**src/rtl/sub8_serial.sv**
```systemverilog
// Bit-serial LSB-first subtractor: D = A + ~B + 1 using one full-adder slice,
// one bit per clock, with a start/busy/done handshake toward the controller.
module sub8_serial #(
   parameter int WIDTH = 8
) (
   input  logic             i_clk,
   input  logic             i_rst_n,
   input  logic             i_start,
   input  logic [WIDTH-1:0] i_A,
   input  logic [WIDTH-1:0] i_B,
   output logic             o_busy,
   output logic             o_done,
   output logic [WIDTH-1:0] o_D,
   output logic             o_Bout,
   output logic             o_V,
   output logic             o_Z
);

   localparam int CW = $clog2(WIDTH) + 1;
   localparam logic [CW-1:0] LAST_BIT = CW'(WIDTH - 1);

   typedef enum logic [1:0] {
      S_IDLE,
      S_SHIFT,
      S_DONE
   } state_t;

   state_t           r_state;
   state_t           w_state_next;
   logic [WIDTH-1:0] r_a;
   logic [WIDTH-1:0] r_b;
   logic             r_carry;
   logic [CW-1:0]    r_count;
   logic [WIDTH-1:0] r_d;
   logic             r_bout;
   logic             r_v;
   logic             r_z;

   logic             w_accept;
   logic             w_last;
   logic             w_sum;
   logic             w_cout;
   logic [WIDTH-1:0] w_result;

   // The minuend register doubles as the result register: sum bits enter at the
   // MSB as operand bits leave at the LSB, so after WIDTH shifts it holds D.
   assign w_sum    = r_a[0] ^ r_b[0] ^ r_carry;
   assign w_cout   = (r_a[0] & r_b[0]) | (r_a[0] & r_carry) | (r_b[0] & r_carry);
   assign w_result = {w_sum, r_a[WIDTH-1:1]};
   assign w_accept = i_start && (r_state != S_SHIFT);
   assign w_last   = (r_state == S_SHIFT) && (r_count == LAST_BIT);

   always_comb begin
      w_state_next = r_state;
      case (r_state)
         S_IDLE:  if (i_start) w_state_next = S_SHIFT;
         S_SHIFT: if (w_last)  w_state_next = S_DONE;
         S_DONE:  w_state_next = i_start ? S_SHIFT : S_IDLE;
         default: w_state_next = S_IDLE;
      endcase
   end

   always_ff @(posedge i_clk) begin
      if (!i_rst_n) begin
         r_state <= S_IDLE;
         r_a     <= '0;
         r_b     <= '0;
         r_carry <= 1'b0;
         r_count <= '0;
         r_d     <= '0;
         r_bout  <= 1'b0;
         r_v     <= 1'b0;
         r_z     <= 1'b0;
      end else begin
         r_state <= w_state_next;
         if (w_accept) begin
            r_a     <= i_A;
            r_b     <= ~i_B;
            r_carry <= 1'b1;
            r_count <= '0;
         end else if (r_state == S_SHIFT) begin
            r_a     <= w_result;
            r_b     <= {1'b0, r_b[WIDTH-1:1]};
            r_carry <= w_cout;
            r_count <= r_count + CW'(1);
         end
         // Results are captured with the last bit so they are valid during DONE.
         if (w_last) begin
            r_d    <= w_result;
            r_bout <= ~w_cout;
            r_v    <= r_carry ^ w_cout;
            r_z    <= (w_result == '0);
         end
      end
   end

   assign o_busy = (r_state == S_SHIFT);
   assign o_done = (r_state == S_DONE);
   assign o_D    = r_d;
   assign o_Bout = r_bout;
   assign o_V    = r_v;
   assign o_Z    = r_z;

endmodule

```
**config.mk**
```make
export PLATFORM = sky130hd
export DESIGN_NAME = sub8_serial
export DESIGN_NICKNAME = d
export VERILOG_FILES = /design/src/rtl/sub8_serial.sv
export SDC_FILE = /design/constraint.sdc
export NUM_CORES = 1
export LEC_CHECK = 0
export CELL_PAD_IN_SITES_DETAIL_PLACEMENT = 0
export CELL_PAD_IN_SITES_GLOBAL_PLACEMENT = 2
export CORE_ASPECT_RATIO = 1.75
export CORE_MARGIN = 3
export CORE_UTILIZATION = 26
export DETAILED_ROUTE_END_ITERATION = 12
export PLACE_DENSITY_LB_ADDON = 0.05
export SYNTH_ARGS = -nofsm -noshare
export SYNTH_HDL_FRONTEND = slang
export SYNTH_SLANG_ARGS = --single-unit
```
**constraint.sdc**
```tcl
create_clock -name i_clk -period 1.3 [get_ports i_clk]
set_input_delay 0.26 -clock i_clk [delete_from_list [all_inputs] [get_ports i_clk]]
set_output_delay 0.26 -clock i_clk [all_outputs]
set_load 0.03 [all_outputs]
```
==> metrics.md, run 1 <==
| Metric | Value |
|---|---|
| CP max FO | 2 |
| Share of cells above drive strength 1 | 23.6% |
| Required time of the critical path | 1.51 ns |
| Worst skew pair latency | 0.28 ns |
| Number of synthesized register bits | 34 |
| Crit start category | flop |
| Max Buffers Root-to-Sink | 2 |
| Die height | 106 um |
| Area growth from synthesis to layout | 42.6% |
| Clock sink total | 34 |
| Vias in the first global route | 1,391 |
| Mapped Nets | 190 |
| Max_slew headroom | 79.9% |
| Initial Util | 26.8% |
| Setup TNS | -0.120 ns |
| Total chip power | 2280 uW |
| Post-synth EDFFs | 0 |
| Maxcap violations | 0 |
| CTS root buffer | clkbuf_8 |
| Grt total ovfl | 0 |
| RSZ-0062 raised after global routing | true |
| Failing checks | setup timing |
| Final clock skew | 0.00351 ns |
| CTS tree | done |
| Synth top area cells | dfxtp_1 45%, a21oi_1 7.0%, a211oi_1 4.5% |
| Largest family of logic cells by synthesized area | compound AO/OA/AOI/OAI gates |
| Switch Pwr | 594 uW |
| 1st-iter DRT viols | 54 |
| Post-Synth XOR/XNOR Area | 0.585% |
| Full die area | 6740 um^2 |
| Most frequently used cell type in the post-synthesis netlist | dfxtp_1 |
| Top-Level Pins | 32 |
| Most area-hungry cell type in the Yosys netlist | dfxtp_1 |
| Mux cell area share after synthesis | 5.02% |
| Final hold vios | 0 |
| Fill cells | 608 |
| Period minus WS final | 1.41 ns |
| Max-slew violations | 0 |
| Vias per cell | 4.76 |
| Final period util | 108% |
| Post-Synth Adder-Cell Area | 2.17% |
| Status | complete, but fails checks |
| Asr flop ratio synth | 0% |
| Syn Area/Cell | 8.85 um^2 |
| Final WL | 3.94 mm |
| Top_reg_cell synth | dfxtp_1 |
| Post-DRT Antenna Nets | 0 |
| Worst Max-Slew Pin Slew | 0.303 ns |
| Placer Congestion | 0.748 |
| Mapped cell area | 1500 um^2 |
| Remaining DRCs | 0 |
| CTS Buf Count | 5 |
| Critical path arrival | 1.62 ns |
| Synth Area in Simple Gates | 16.7% |
| Synth cell types | 35 |
| Post-synthesis cell count | 169 |
| Setup violators final | 2 |
| Combinational Power Share | 17.7% |
| WL/cell | 13.5 um |
| Setup Slack @ Placement | -0.166 ns |
| Clock Power Share | 32.0% |
| CP Capture Type | flop |
| Clock Pin Slew Worst Setup and Hold Paths | 0.06 ns |
| Fmax achieved | 0.710 GHz |
| Total GRT Usage | 12.5% |
| Static Leak | 0.000825 uW |
| Worst Hold Slack | 0.458 ns |
| Sequential share of power | 50.3% |
| Port bufs | 31 |
| Htree depth | 2 |
| FP Rows | 36 |
| Top cells by count, synth | 34 x dfxtp_1, 21 x a21oi_1, 16 x nand2_1 |
| Hold Path Class | flop to flop |
| Hpwl dp | 2.83 mm |
| Int Pwr | 1690 uW |
| Via count | 1,390 |
| Power per Cell Area | 1070 nW/um^2 |
| First-pass GRT wire length | 6.64 mm |
| Nets | 237 |
| Compound-Gate Fraction of Synth Area | 23.1% |
| # diodes | 0 |
| Drt pass-1 iters | 4 |
| Worst vdd ir | 0.000459 V |
| PnR worst setup slack | -0.108 ns |
| Register area share after synthesis | 45.5% |
| Initial antenna violation count | 0 |
| Switching share of power | 26.0% |
| Post-synth top area share | 45.5% |
| Die X | 63.4 um |
| Largest net degree at the start of global routing | 26 |
| Hold buffers post-CTS | 0 |
| Setup Crit Path Kind | flop to flop |
| Syn. warnings | 0 |
| Core area | 5590 um^2 |
-- worst paths after layout --
check                             from     end  slack (ns)  cells past startpoint
worst max-delay path            r_a[0]     o_Z       -0.11                      5
worst min-delay path            r_b[2]  r_b[1]        0.46                      2
worst max register to register  r_a[0]     o_Z       -0.11                      5
worst min register to register  r_b[2]  r_b[1]        0.46                      2
-- sequential cells by signal, indices dropped and copies added, names as in the netlist --
register,count
o_D,8
o_Z,1
r_a,8
o_V,1
o_Bout,1
r_b,8
r_count,4
r_carry,1
r_state,2
-- cell usage in the layout, fill, tap and decap left out, types with 2 or more instances in the layout --
cell type / synthesis / layout
buf_12: 0 / 3
nand2_1: 16 / 16
nand3b_1: 2 / 2
clkdlybuf4s15_1: 0 / 3
nor3_1: 3 / 3
buf_6: 2 / 2
clkbuf_8: 0 / 5
nand3_1: 10 / 10
o211ai_1: 8 / 8
buf_4: 1 / 27
nor3b_1: 2 / 2
a211oi_1: 9 / 9
inv_1: 4 / 3
nor2_1: 9 / 9
o21ai_0: 10 / 9
a21oi_1: 21 / 20
dfxtp_1: 34 / 30
dlygate4sd2_1: 0 / 2
clkdlybuf4s50_1: 0 / 18
dfxtp_2: 0 / 4
mux2i_1: 6 / 6
clkbuf_1: 6 / 2
nor2b_1: 3 / 3
-- power groups by stage --
stage / logic [uW] / clock network [uW] / registers, uW
CTS: 389 / 766 / 1140
floorplan: 219 / 0 / 1150
finish: 404 / 731 / 1150
global placement: 373 / 0 / 1160
global route: 444 / 810 / 1160
detailed placement: 377 / 0 / 1170
-- cells by family after synthesis --
logic type,count (synthesis)
compound gates,54
simple gates,51
flops,34
buf+inv,20
mux,7
fa+ha+maj,2
xor+xnor,1
-- timing repair --
action | CTS | global route
pin swaps | 1 | 1
setup buffers | 2 | 3
gates resized for setup | 10 | 12
setup endpoints to repair | 8 | 17
-- critical path: stages (launching register included) --
cell and delay (ns):
dfxtp_2 0.32, inv_2 0.04, fa_1 0.55, nor4b_4 0.18
nand4_1 0.12, a21oi_1 0.13
-- metrics by stage --
step	util (%)	instances	instance area (um^2)
after floorplan	-	169	1500
after global placement	35.7	281	1990
after detailed placement	35.7	281	1990
after CTS	37.4	290	2090
after global routing	38.2	292	2130
final	38.2	292	2130
-- per-layer routing --
metal | vias to the layer above | GRT usage [%] | part of all wire, %
li1 | 699 | - | -
met1 | 657 | 14.1 | 42
met2 | 29 | 22.1 | 52
met3 | 5 | 2.75 | 3.7
met4 | 0 | 5.10 | 1.8
met5 | - | 0 | 0
-- cell type report --
cell class | instances | area, um^2 | area share (%)
clock buffers | 7 | 76.3 | 3.58
inverters | 5 | 21.3 | 0.997
multi-input cells | 115 | 742 | 34.8
flip-flops and latches | 34 | 686 | 32.1
well taps | 76 | 95.1 | 4.46
repair buffers | 55 | 513 | 24.0
Note: power is estimated with default switching activity, not from simulation.
==> run 2, diff against run 1 <==
--- a/config.mk
+++ b/config.mk
@@ -15,3 +15,4 @@
 export SYNTH_ARGS = -nofsm -noshare
 export SYNTH_HDL_FRONTEND = slang
 export SYNTH_SLANG_ARGS = --single-unit
+export TNS_END_PERCENT = 50
==> metrics.md, run 2 (synthesized netlist as in run 1, its figures left out) <==
| Metric | Value |
|---|---|
| Worst hold stages | 2 (unchanged) |
| CP max FO | 2 (unchanged) |
| Maxcap violations | 0 (unchanged) |
| Share of cells above drive strength 1 | 23.6% (unchanged) |
| RSZ-0062 raised after global routing | true (unchanged) |
| Switching share of power | 26.1% (was 26.0%) |
| Via count | 1,393 (was 1,390) |
| Port bufs | 31 (unchanged) |
| 1st-iter DRT viols | 58 (was 54) |
| Power per Cell Area | 1060 nW/um^2 (was 1070 nW/um^2) |
| Setup Crit Path Kind | flop to flop (unchanged) |
| Area growth from synthesis to layout | 44.6% (was 42.6%) |
| Commonest non-fill, non-tap cells in the layout | 31 x dfxtp_1, 25 x buf_4, 20 x a21oi_1 (was 30 x dfxtp_1, 27 x buf_4, 20 x a21oi_1) |
| Full die area | 6740 um^2 (unchanged) |
| WL/cell | 13.4 um (was 13.5 um) |
| Vias in the first global route | 1,389 (was 1,391) |
| M3 GR Usage | 2.85% (was 2.75%) |
| Max-slew violations | 0 (unchanged) |
| Sequential share of power | 49.9% (was 50.3%) |
| Hold path startpoint | r_b[2] (unchanged) |
| Worst R2R Path Depth | 5 (unchanged) |
| Period minus WS final | 1.43 ns (was 1.41 ns) |
| Worst Max-Slew Pin Slew | 0.303 ns (about the same) |
| Htree depth | 2 (unchanged) |
| Met2 Use GR | 22.4% (was 22.1%) |
| Initial antenna violation count | 0 (unchanged) |
| Clock Power Share | 31.8% (was 32.0%) |
| Max_slew headroom | 79.9% (about the same) |
| Crit start category | flop (unchanged) |
| Final hold vios | 0 (unchanged) |
| Reg2Reg Launch Point | r_carry (was r_a[0]) |
| Die X | 63.4 um (unchanged) |
| Setup Slack @ Placement | -0.166 ns (unchanged) |
| Origin of the worst setup path | r_carry (was r_a[0]) |
| Nets | 237 (unchanged) |
| Critical path arrival | 1.64 ns (was 1.62 ns) |
| Remaining DRCs | 0 (unchanged) |
| Fmax achieved | 0.700 GHz (was 0.710 GHz) |
| Hold Path Class | flop to flop (unchanged) |
| First-pass GRT wire length | 6.62 mm (was 6.64 mm) |
| Max Buffers Root-to-Sink | 2 (unchanged) |
| Final period util | 110% (was 108%) |
| Grt total ovfl | 0 (unchanged) |
| Status | complete, but fails checks (unchanged) |
| Top-Level Pins | 32 (unchanged) |
| Post-DRT Antenna Nets | 0 (unchanged) |
| Worst skew pair latency | 0.28 ns (about the same) |
| CTS Buf Count | 5 (unchanged) |
| Total GRT Usage | 12.5% (about the same) |
| Total chip power | 2300 uW (was 2280 uW) |
| Final clock skew | 0.00397 ns (was 0.00351 ns) |
| Final instance area | 2160 um^2 (was 2130 um^2) |
| Final WL | 3.92 mm (was 3.94 mm) |
| Fin util | 38.7% (was 38.2%) |
| Gr busiest metal | met2 (unchanged) |
| CP Capture Type | flop (unchanged) |
| Core area | 5590 um^2 (unchanged) |
| Largest net degree at the start of global routing | 26 (unchanged) |
| Met1 Use GR | 13.9% (was 14.1%) |
| Combinational Power Share | 18.3% (was 17.7%) |
| Worst vdd ir | 0.000456 V (was 0.000459 V) |
| Switch Pwr | 599 uW (was 594 uW) |
| Drt pass-1 iters | 4 (unchanged) |
| Dpl cell area | 1990 um^2 (unchanged) |
| Failing checks | setup timing (unchanged) |
| FP Rows | 36 (unchanged) |
| Setup violators final | 3 (was 2) |
| Int Pwr | 1700 uW (was 1690 uW) |
| Clock Pin Slew Worst Setup and Hold Paths | 0.07 ns (was 0.06 ns) |
| Clock sink total | 34 (unchanged) |
| Die height | 106 um (unchanged) |
| # diodes | 0 (unchanged) |
| Hpwl dp | 2.83 mm (unchanged) |
| Commonest non-fill, non-tap cell in the layout | dfxtp_1 (unchanged) |
| CTS tree | done (unchanged) |
| Vias per cell | 4.77 (was 4.76) |
| PnR worst setup slack | -0.129 ns (was -0.108 ns) |
| Placer Congestion | 0.748 (unchanged) |
| Static Leak | 0.000833 uW (was 0.000825 uW) |
| Hold buffers post-CTS | 0 (unchanged) |
| Required time of the critical path | 1.51 ns (about the same) |
| CTS root buffer | clkbuf_8 (unchanged) |
| Initial Util | 26.8% (unchanged) |
-- run 2: changes by cell type in the layout (fill, tap and decap cells not counted), sizes merged --
cell	previous run	this run
clkinv	0	1
inv	5	4
-- run 2: critical path, stage by stage, from the launching register on --
cell	delay (ns)
dfxtp_2	0.34
inv_2	0.04
fa_1	0.55
nor4b_4	0.18
nand4_1	0.10
a21oi_1	0.15
-- run 2: path summary, 6_finish.rpt --
kind | endpoint | slack (ns)
setup reg to reg | o_Z | -0.13
setup / recovery | o_Z | -0.13
hold / removal | r_b[1] | 0.46
hold reg to reg | r_b[1] | 0.46
-- run 2: through the flow --
stage                     hold WS, ns  std cells  setup TNS (ns)
after floorplan                 0.357        169         -0.0565
after global placement          0.439        281           -1.34
after detailed placement        0.453        281           -1.54
after CTS                       0.460        288          -0.140
after global routing            0.479        292          -0.326
final                           0.458        292          -0.149
-- run 2: final cells by class --
class	count	area, um^2
multi-input cells	115	747
well taps	76	95.1
clock buffers	7	76.3
repair buffers	55	529
flip-flops and latches	34	684
inverters	5	31.3
fillers	599	3420
-- run 2: power by group through the flow --
stage | combinational [uW] | sequential (uW) | clock (uW)
finish | 419 | 1150 | 731
global route | 461 | 1160 | 810
CTS | 385 | 1140 | 766
detailed placement | 377 | 1170 | 0
global placement | 373 | 1160 | 0
floorplan | 219 | 1150 | 0
-- run 2: layer usage --
layer / vias to the layer above / share of wire (%) / wire length, um
li1: 701 / - / -
met1: 649 / 41 / 1620
met2: 35 / 52 / 2060
met3: 8 / 4.1 / 159
met4: 0 / 2.2 / 87
met5: - / 0 / 0
-- run 2: what timing repair did --
item,in CTS,in global routing
setup buffers,0,4
setup endpoints to repair,8,18
pin swaps,1,3
endpoints found under the hold margin,0,0
resized for setup,10,16
==> run 3, diff against run 2 <==
--- a/config.mk
+++ b/config.mk
@@ -12,6 +12,8 @@
 export CORE_UTILIZATION = 26
 export DETAILED_ROUTE_END_ITERATION = 12
 export PLACE_DENSITY_LB_ADDON = 0.05
+export REMOVE_ABC_BUFFERS = 1
+export SKIP_CTS_REPAIR_TIMING = 1
 export SYNTH_ARGS = -nofsm -noshare
 export SYNTH_HDL_FRONTEND = slang
 export SYNTH_SLANG_ARGS = --single-unit
==> metrics.md, run 3 (synthesized netlist as in run 1, its figures left out) <==
| Metric | Value |
|---|---|
| WL/cell | 13.9 um (was 13.4 um) |
| Vias in the first global route | 1,436 (was 1,389) |
| Period minus WS final | 1.50 ns (was 1.43 ns) |
| CP max FO | 3 (was 2) |
| Hold Path Class | flop to flop (unchanged) |
| 1st-iter DRT viols | 31 (was 58) |
| Worst r2r dst | o_Z (unchanged) |
| Commonest non-fill, non-tap cell in the layout | dfxtp_1 (unchanged) |
| Final instance area | 2270 um^2 (was 2160 um^2) |
| Clock sink total | 34 (unchanged) |
| Dpl cell area | 2040 um^2 (was 1990 um^2) |
| Final period util | 115% (was 110%) |
| Worst vdd ir | 0.000499 V (was 0.000456 V) |
| Setup violators final | 2 (was 3) |
| Placer Congestion | 0.753 (was 0.748) |
| Hold path startpoint | r_b[2] (unchanged) |
| Max_slew headroom | 78.3% (was 79.9%) |
| Power per Cell Area | 1100 nW/um^2 (was 1060 nW/um^2) |
| CTS tree | done (unchanged) |
| Commonest non-fill, non-tap cells in the layout | 31 x dfxtp_1, 30 x buf_4, 21 x a21oi_1 (was 31 x dfxtp_1, 25 x buf_4, 20 x a21oi_1) |
| Initial antenna violation count | 0 (unchanged) |
| Hpwl dp | 2.90 mm (was 2.83 mm) |
| CP Capture Type | flop (unchanged) |
| Fmax achieved | 0.667 GHz (was 0.700 GHz) |
| Required time of the critical path | 1.52 ns (was 1.51 ns) |
| Reg2Reg Launch Point | r_a[0] (was r_carry) |
| Htree depth | 2 (unchanged) |
| Largest net degree at the start of global routing | 31 (was 26) |
| Port bufs | 31 (unchanged) |
| Crit start category | flop (unchanged) |
| Status | complete, but fails checks (unchanged) |
| PnR worst setup slack | -0.199 ns (was -0.129 ns) |
| Max Buffers Root-to-Sink | 2 (unchanged) |
| Max-slew violations | 0 (unchanged) |
| Grt total ovfl | 0 (unchanged) |
| CTS Buf Count | 5 (unchanged) |
| Fin util | 40.6% (was 38.7%) |
| Die X | 63.4 um (unchanged) |
| Vias per cell | 4.71 (was 4.77) |
| Worst Max-Slew Pin Slew | 0.324 ns (was 0.303 ns) |
| Worst R2R Path Depth | 5 (unchanged) |
| Nets | 242 (was 237) |
| Top-Level Pins | 32 (unchanged) |
| First-pass GRT wire length | 6.65 mm (was 6.62 mm) |
| Static Leak | 0.000937 uW (was 0.000833 uW) |
| Final WL | 4.16 mm (was 3.92 mm) |
| Core area | 5590 um^2 (unchanged) |
| RSZ-0062 raised after global routing | true (unchanged) |
| Initial Util | 26.8% (unchanged) |
| Setup Crit Path Kind | flop to flop (unchanged) |
| CTS root buffer | clkbuf_8 (unchanged) |
| Area growth from synthesis to layout | 51.5% (was 44.6%) |
| Clock Pin Slew Worst Setup and Hold Paths | 0.07 ns (about the same) |
| Worst skew pair latency | 0.28 ns (about the same) |
| WHS Endpoint | r_b[1] (unchanged) |
| Setup Slack @ Placement | -0.251 ns (was -0.166 ns) |
| FP Rows | 36 (unchanged) |
| # diodes | 0 (unchanged) |
| Maxcap violations | 0 (unchanged) |
| Critical path arrival | 1.71 ns (was 1.64 ns) |
| Die height | 106 um (unchanged) |
| Full die area | 6740 um^2 (unchanged) |
| Final clock skew | 0.00269 ns (was 0.00397 ns) |
| Via count | 1,405 (was 1,393) |
| Total GRT Usage | 12.7% (was 12.5%) |
| Worst hold stages | 2 (unchanged) |
| Setup TNS | -0.221 ns (was -0.149 ns) |
| Post-DRT Antenna Nets | 0 (unchanged) |
| Drt pass-1 iters | 4 (unchanged) |
| R2r setup slk | -0.20 ns (was -0.13 ns) |
| Final hold vios | 0 (unchanged) |
| Share of cells above drive strength 1 | 27.5% (was 23.6%) |
| Remaining DRCs | 0 (unchanged) |
| Failing checks | setup timing (unchanged) |
[run 3: worst max-delay path by stage]
stage,depth (start not counted),slack (ns),startpoint,end
3_5_place_dp,5,-0.25,r_a[0],o_Z
2_1_floorplan,4,-0.65,r_state[1],r_count[3]
6_report,5,-0.20,r_a[0],o_Z
5_1_grt,5,-0.28,r_a[0],o_Z
4_1_cts,1,-0.28,o_Z,o_Z
3_3_place_gp,5,-0.19,r_a[0],o_Z
[run 3: stage by stage]
| step | cells | hold slack, ns | total power, uW |
|---|---|---|---|
| after global placement | 284 | 0.445 | 1540 |
| final | 298 | 0.456 | 2500 |
| after detailed placement | 284 | 0.449 | 1550 |
| after global routing | 298 | 0.473 | 2610 |
| after floorplan | 154 | 0.355 | 1330 |
| after CTS | 292 | 0.459 | 2480 |
[run 3: cell type report]
class                      count  area [um^2]
tap                           76         95.1
fill                         619         3320
clock buffer                   8          110
inverter                       5         21.3
multi-input combinational    115          756
timing repair buffer          60          601
sequential                    34          684
[run 3: per-layer routing]
metal / up-vias / share of wire [%] / global-route usage [%]
met2: 29 / 53 / 22.4
li1: 710 / - / -
met5: - / 0 / 0
met3: 5 / 4.0 / 3.28
met1: 661 / 41 / 14.3
met4: 0 / 1.7 / 5.10
[run 3: power by group]
part | switching (uW) | total (uW) | internal [uW]
combinational | 193 | 441 | 248
clock | 380 | 915 | 535
sequential | 45.4 | 1140 | 1100
total | 618 | 2500 | 1880
[run 3: critical path, stage by stage (launching register included)]
cell and delay [ns]:
dfxtp_1 0.31, inv_1 0.06, fa_2 0.60, nor4b_4 0.21, nand4_1 0.11, a21oi_1 0.13
